[src/rtl/conv_pkg.sv]
// conv_pkg: shared widths, map geometry, saturation limits and FSM states for conv3x3_mac
package conv_pkg;
  localparam int DW = 8;
  localparam int ACCW = 20;
  localparam int OUT_W = 17;
  localparam int OUT_H = 17;
  localparam logic signed [DW-1:0] SAT_MAX = {1'b0, {DW-1{1'b1}}};
  localparam logic signed [DW-1:0] SAT_MIN = {1'b1, {DW-1{1'b0}}};
  typedef enum logic [1:0] {IDLE, RUN, DRAIN, DONE} state_t;
endpackage

[src/rtl/conv3x3_mac_sat_shift.sv]
// sat_shift: arithmetic shift then clamp to the output pixel range; CONV_RELU_EN raises the lower bound to 0
module sat_shift
  import conv_pkg::*;
#(
  parameter int SHIFT = 4
) (
  input  logic signed [ACCW-1:0] sum,
  output logic [DW-1:0]          pix
);
  localparam logic signed [ACCW-1:0] HI = ACCW'(SAT_MAX);
`ifdef CONV_RELU_EN
  localparam logic signed [ACCW-1:0] LO = '0;
`else
  localparam logic signed [ACCW-1:0] LO = ACCW'(SAT_MIN);
`endif
  logic signed [ACCW-1:0] sh;
  assign sh = sum >>> SHIFT;
  assign pix = sh > HI ? HI[DW-1:0] : sh < LO ? LO[DW-1:0] : sh[DW-1:0];
endmodule

[src/rtl/conv3x3_mac.sv]
// conv3x3_mac: 3-stage 3x3 MAC with shift/saturate and output position tagging; CONV_RELU_EN selects ReLU clamp
module conv3x3_mac
  import conv_pkg::*;
#(
  parameter int SHIFT = 4
) (
  input  logic            clk,
  input  logic            xrst,
  input  logic            start,
  input  logic            in_valid,
  input  logic [9*DW-1:0] win,
  input  logic [9*DW-1:0] wgt,
  output logic            out_valid,
  output logic [DW-1:0]   out_data,
  output logic [4:0]      out_x,
  output logic [4:0]      out_y,
  output logic            busy,
  output logic            finish
);
  localparam int TOTAL = OUT_W * OUT_H;
  localparam int CW = $clog2(TOTAL + 1);
  localparam int PW = 2 * DW;
  state_t state, state_n;
  logic accept, last_col, last_out, v1, v2;
  logic [CW-1:0] in_cnt;
  logic signed [PW-1:0] prod [9];
  logic signed [PW-1:0] prod_c [9];
  logic signed [ACCW-1:0] sum, sum_c;
  logic [DW-1:0] sat;
  assign last_col = out_x == 5'(OUT_W - 1);
  assign last_out = out_valid && last_col && out_y == 5'(OUT_H - 1);
  always_comb begin
    for (int i = 0; i < 9; i++)
      prod_c[i] = PW'($signed(win[i*DW +: DW])) * PW'($signed(wgt[i*DW +: DW]));
  end
  always_comb begin
    sum_c = '0;
    for (int i = 0; i < 9; i++)
      sum_c = sum_c + ACCW'(prod[i]);
  end
  always_comb begin
    state_n = state;
    accept = 1'b0;
    busy = 1'b0;
    finish = 1'b0;
    case (state)
      IDLE: state_n = start ? RUN : IDLE;
      RUN: begin
        busy = 1'b1;
        accept = in_valid;
        state_n = in_valid && in_cnt == CW'(TOTAL - 1) ? DRAIN : RUN;
      end
      DRAIN: begin
        busy = 1'b1;
        state_n = last_out ? DONE : DRAIN;
      end
      default: begin
        finish = 1'b1;
        state_n = IDLE;
      end
    endcase
  end
  always_ff @(posedge clk or posedge xrst)
    if (xrst) state <= IDLE;
    else state <= state_n;
  always_ff @(posedge clk or posedge xrst)
    if (xrst) begin
      in_cnt <= '0;
      out_x <= '0;
      out_y <= '0;
    end else if (state == IDLE && start) begin
      in_cnt <= '0;
      out_x <= '0;
      out_y <= '0;
    end else begin
      if (accept) in_cnt <= in_cnt + 1'b1;
      if (out_valid) begin
        out_x <= last_col ? '0 : out_x + 1'b1;
        if (last_col) out_y <= out_y + 1'b1;
      end
    end
  // Data registers only load on a valid beat so bubbles stay bubbles
  always_ff @(posedge clk or posedge xrst)
    if (xrst) begin
      v1 <= 1'b0;
      v2 <= 1'b0;
      out_valid <= 1'b0;
      out_data <= '0;
      sum <= '0;
      for (int i = 0; i < 9; i++) prod[i] <= '0;
    end else begin
      v1 <= accept;
      v2 <= v1;
      out_valid <= v2;
      if (accept) prod <= prod_c;
      if (v1) sum <= sum_c;
      if (v2) out_data <= sat;
    end
  sat_shift #(.SHIFT(SHIFT)) u_sat (
    .sum(sum),
    .pix(sat)
  );
endmodule

[config.mk]
export PLATFORM = sky130hd
export DESIGN_NAME = conv3x3_mac
export DESIGN_NICKNAME = d
export VERILOG_FILES = /design/src/rtl/conv_pkg.sv /design/src/rtl/conv3x3_mac_sat_shift.sv /design/src/rtl/conv3x3_mac.sv
export SDC_FILE = /design/constraint.sdc
export NUM_CORES = 2
export LEC_CHECK = 0
export ABC_AREA = 1
export CAP_MARGIN = 20
export CORE_MARGIN = 2
export CORE_UTILIZATION = 55
export CTS_CLUSTER_DIAMETER = 100
export DETAILED_ROUTE_END_ITERATION = 16
export PLACE_DENSITY_LB_ADDON = 0.08
export SKIP_CTS_REPAIR_TIMING = 1
export SLEW_MARGIN = 20
export SYNTH_ARGS = -nofsm -noshare
export SYNTH_HDL_FRONTEND = slang
export SYNTH_HIERARCHICAL = 1
export SYNTH_SLANG_ARGS = --single-unit
[constraint.sdc]
create_clock -name clk -period 8.5 [get_ports clk]
set_input_delay 1.275 -clock clk [delete_from_list [all_inputs] [get_ports clk]]
set_output_delay 1.275 -clock clk [all_outputs]
set_load 0.03 [all_outputs]
==> metrics.md <==
| Metric | Value |
|---|---|
| Worst-Margin Slew | `0.9737 ns` |
| Number of global-route vias before repair | `27680` |
| Critical path cell sequence | `clkdlybuf4s50_1 > nand2_1 > inv_1 > fa_1 > inv_1 > fa_1 > inv_1 > fa_1 > fa_1 > ha_1 > nand2_1 > nor2_1 > o21ai_0 > nand3_1 > nand3_1 > nand3_1 > nand2_1` |
| Hold Fails Final Rpt | `0` |
| I/O Buffers | `168` |
| Area of the mapped netlist | `35650 um^2` |
| Worst setup SP type | `input port` |
| CTS tree | `built` |
| TritonCTS Buffers | `17` |
| Largest net degree at the start of global routing | `133` |
| Sum of negative setup slack | `0 ns` |
| Finished Cell Area | `38350 um^2` |
| Critical path endpoint category | `flop` |
| Synth Instances | `4719` |
| Most used cell, CP | `fa_1` |
| Worst Path Arrival | `5.58 ns` |
| Combinational power share | `77.3%` |
| Max cap viols | `0` |
| DRC errors left | `0` |
| Top Ports | `169` |
| RSZ-0062 raised after global routing | `false` |
| Initial core utilization | `55.50%` |
| Die H | `258.6 um` |
| Synth Warn # | `6` |
| Via density | `4.832` |
| Design Power | `7.533 mW` |
| WL final | `76.77 mm` |
| Final worst path period share | `61.54%` |
| Die X | `258.6 um` |
| Critical path buffer and inverter count | `4` |
| Placement Setup Slack | `2.792 ns` |
| Hpwl dp | `66.45 mm` |
| Min Tclk post-route | `5.231 ns` |
| Worst Path Required | `8.85 ns` |
| Syn_area_per_cell | `7.555 um^2` |
| Hold Path Class | `reg -> reg` |
| Core Box Area | `64230 um^2` |
| Pwr per Cell Area | `196.5 nW/um^2` |
| Status | `completed` |
| Sw frac | `52.49%` |
| Layout cell share with drive strength beyond 1 | `1.664%` |
| Critical path's slowest cell | `fa_1` |
| Antenna violations before repair | `0` |
| Max-slew violations | `0` |
| # rows | `93` |
| GRT Residual Overflow | `0` |
| Via count | `27080` |
| Worst Setup Slack, final | `3.269 ns` |
| Slew Limit Headroom | `35.09%` |
| Placer's final routability congestion estimate | `0.9087` |
| Maximum clock rate | `0.1912 GHz` |
| Final ANT Viol Nets | `0` |
| NumNets Final | `5785` |
| 1st-pass router iterations | `8` |
| Cell Area, Placed | `37760 um^2` |
| Endpoints failing setup | `0` |
| Max IR drop VDD | `0.1436 mV` |
| CP delay by family, top | `adder cells` |
| Routed length per placed instance | `13.70 um` |
| First-pass GRT wire length | `133.9 mm` |
| Critical setup path kind | `in -> reg` |
| Reg clk slew, reported paths | `0.07 ns` |
| Crit-path max FO | `8` |
| Layout Skew | `0.01034 ns` |
| # H-tree levels | `4` |
| Syn-to-layout area delta | `7.556%` |
| Syn_nets | `5768` |
| Total Routing Usage GR | `24.53%` |
| Num Clock Sinks | `192` |
| DRT iter0 DRCs | `1533` |
| ANT cells | `0` |
| Clock group share of total power | `10.6%` |
| Net Switching | `3.954 mW` |
| Clk buf depth | `2` |
| Root buf cell | `clkbuf_16` |
| Leak Pwr | `23.18 nW` |
| Internal power | `3.579 mW` |
| Largest stage delay, worst path | `0.70 ns` |
| Die ar. | `66870 um^2` |
| Seq pwr share | `12.1%` |
| Skew-Pair Late Insertion Delay | `0.46 ns` |
stage by stage:
stage | util [%] | cells | hold WS (ns)
2_1_floorplan | - | 4719 | 0.3519
3_3_place_gp | 58.79 | 5572 | 0.4682
3_5_place_dp | 58.79 | 5572 | 0.4713
4_1_cts | 59.70 | 5604 | 0.4834
5_1_grt | 59.70 | 5604 | 0.5122
6_report | 59.70 | 5604 | 0.4803
worst register-to-register path, stage by stage, from the launching register on:
cell,delay (ns)
dfrtp_1,0.45
fa_1,0.65
fa_1,0.47
fa_1,0.56
inv_1,0.06
fa_1,0.42
inv_1,0.06
ha_1,0.24
inv_1,0.09
fa_1,0.43
inv_1,0.09
nand3_1,0.07
nand2_1,0.15
nand3_1,0.09
nand2_1,0.13
nand2_1,0.09
nand2_1,0.06
nand2_1,0.05
nand3_1,0.07
nand2_1,0.06
cells in the final DEF (no fill, tap or decap), types with 89 or more instances in the layout:
master	count
a21oi_1	89
clkdlybuf4s50_1	168
dfrtp_1	192
fa_1	610
ha_1	291
inv_1	1434
nand2_1	1202
nand3_1	159
nor2_1	190
o21ai_0	156
worst paths after layout:
check	from	endpoint	slack (ns)	depth (start not counted)
worst min-delay path	in_cnt[8]$_DFFE_PP0P_	in_cnt[8]$_DFFE_PP0P_	0.48	1
min in group asynchronous	xrst	out_x[3]$_DFFE_PP0P_	1.36	2
worst max-delay path	wgt[18]	prod[111]$_DFFE_PP0P_	3.27	17
worst min register to register	in_cnt[8]$_DFFE_PP0P_	in_cnt[8]$_DFFE_PP0P_	0.48	1
worst max register to register	prod[98]$_DFFE_PP0P_	sum[12]$_DFFE_PP0P_	4.11	19
max in group asynchronous	xrst	prod[121]$_DFFE_PP0P_	5.73	3
power groups by stage:
stage	sequential [mW]	clock, mW	combinational, mW
finish	0.913	0.800	5.82
global route	0.912	0.854	6.84
CTS	0.913	0.820	5.89
detailed placement	0.931	0	5.85
global placement	0.931	0	5.82
floorplan	0.931	0	4.58
sequential cells by signal, summed over array words and instances, names as in the netlist:
register and flops:
v1 1, out_y 5, out_data 8, prod 144, state 2, sum 16, in_cnt 9, v2 1
out_x 5, out_valid 1
layer usage:
layer | vias up | part of all wire, % | track usage [%]
met5 | - | 0 | 0
met4 | 0 | 1.3 | 4.287
met3 | 60 | 3.0 | 1.819
met2 | 430 | 50 | 43.04
met1 | 13060 | 45 | 33.86
li1 | 13520 | - | -
cell type report:
type                            count  area [um^2]
Clock inverter                     15        157.7
Clock buffer                       17        425.4
Sequential cell                   192         4805
Multi-Input combinational cell   2918        24780
Tap cell                          855         1070
Fill cell                        6103        25890
Timing Repair Buffer              171         1704
Inverter                         1436         5400
No activity file was read; power rests on OpenSTA's default activity.
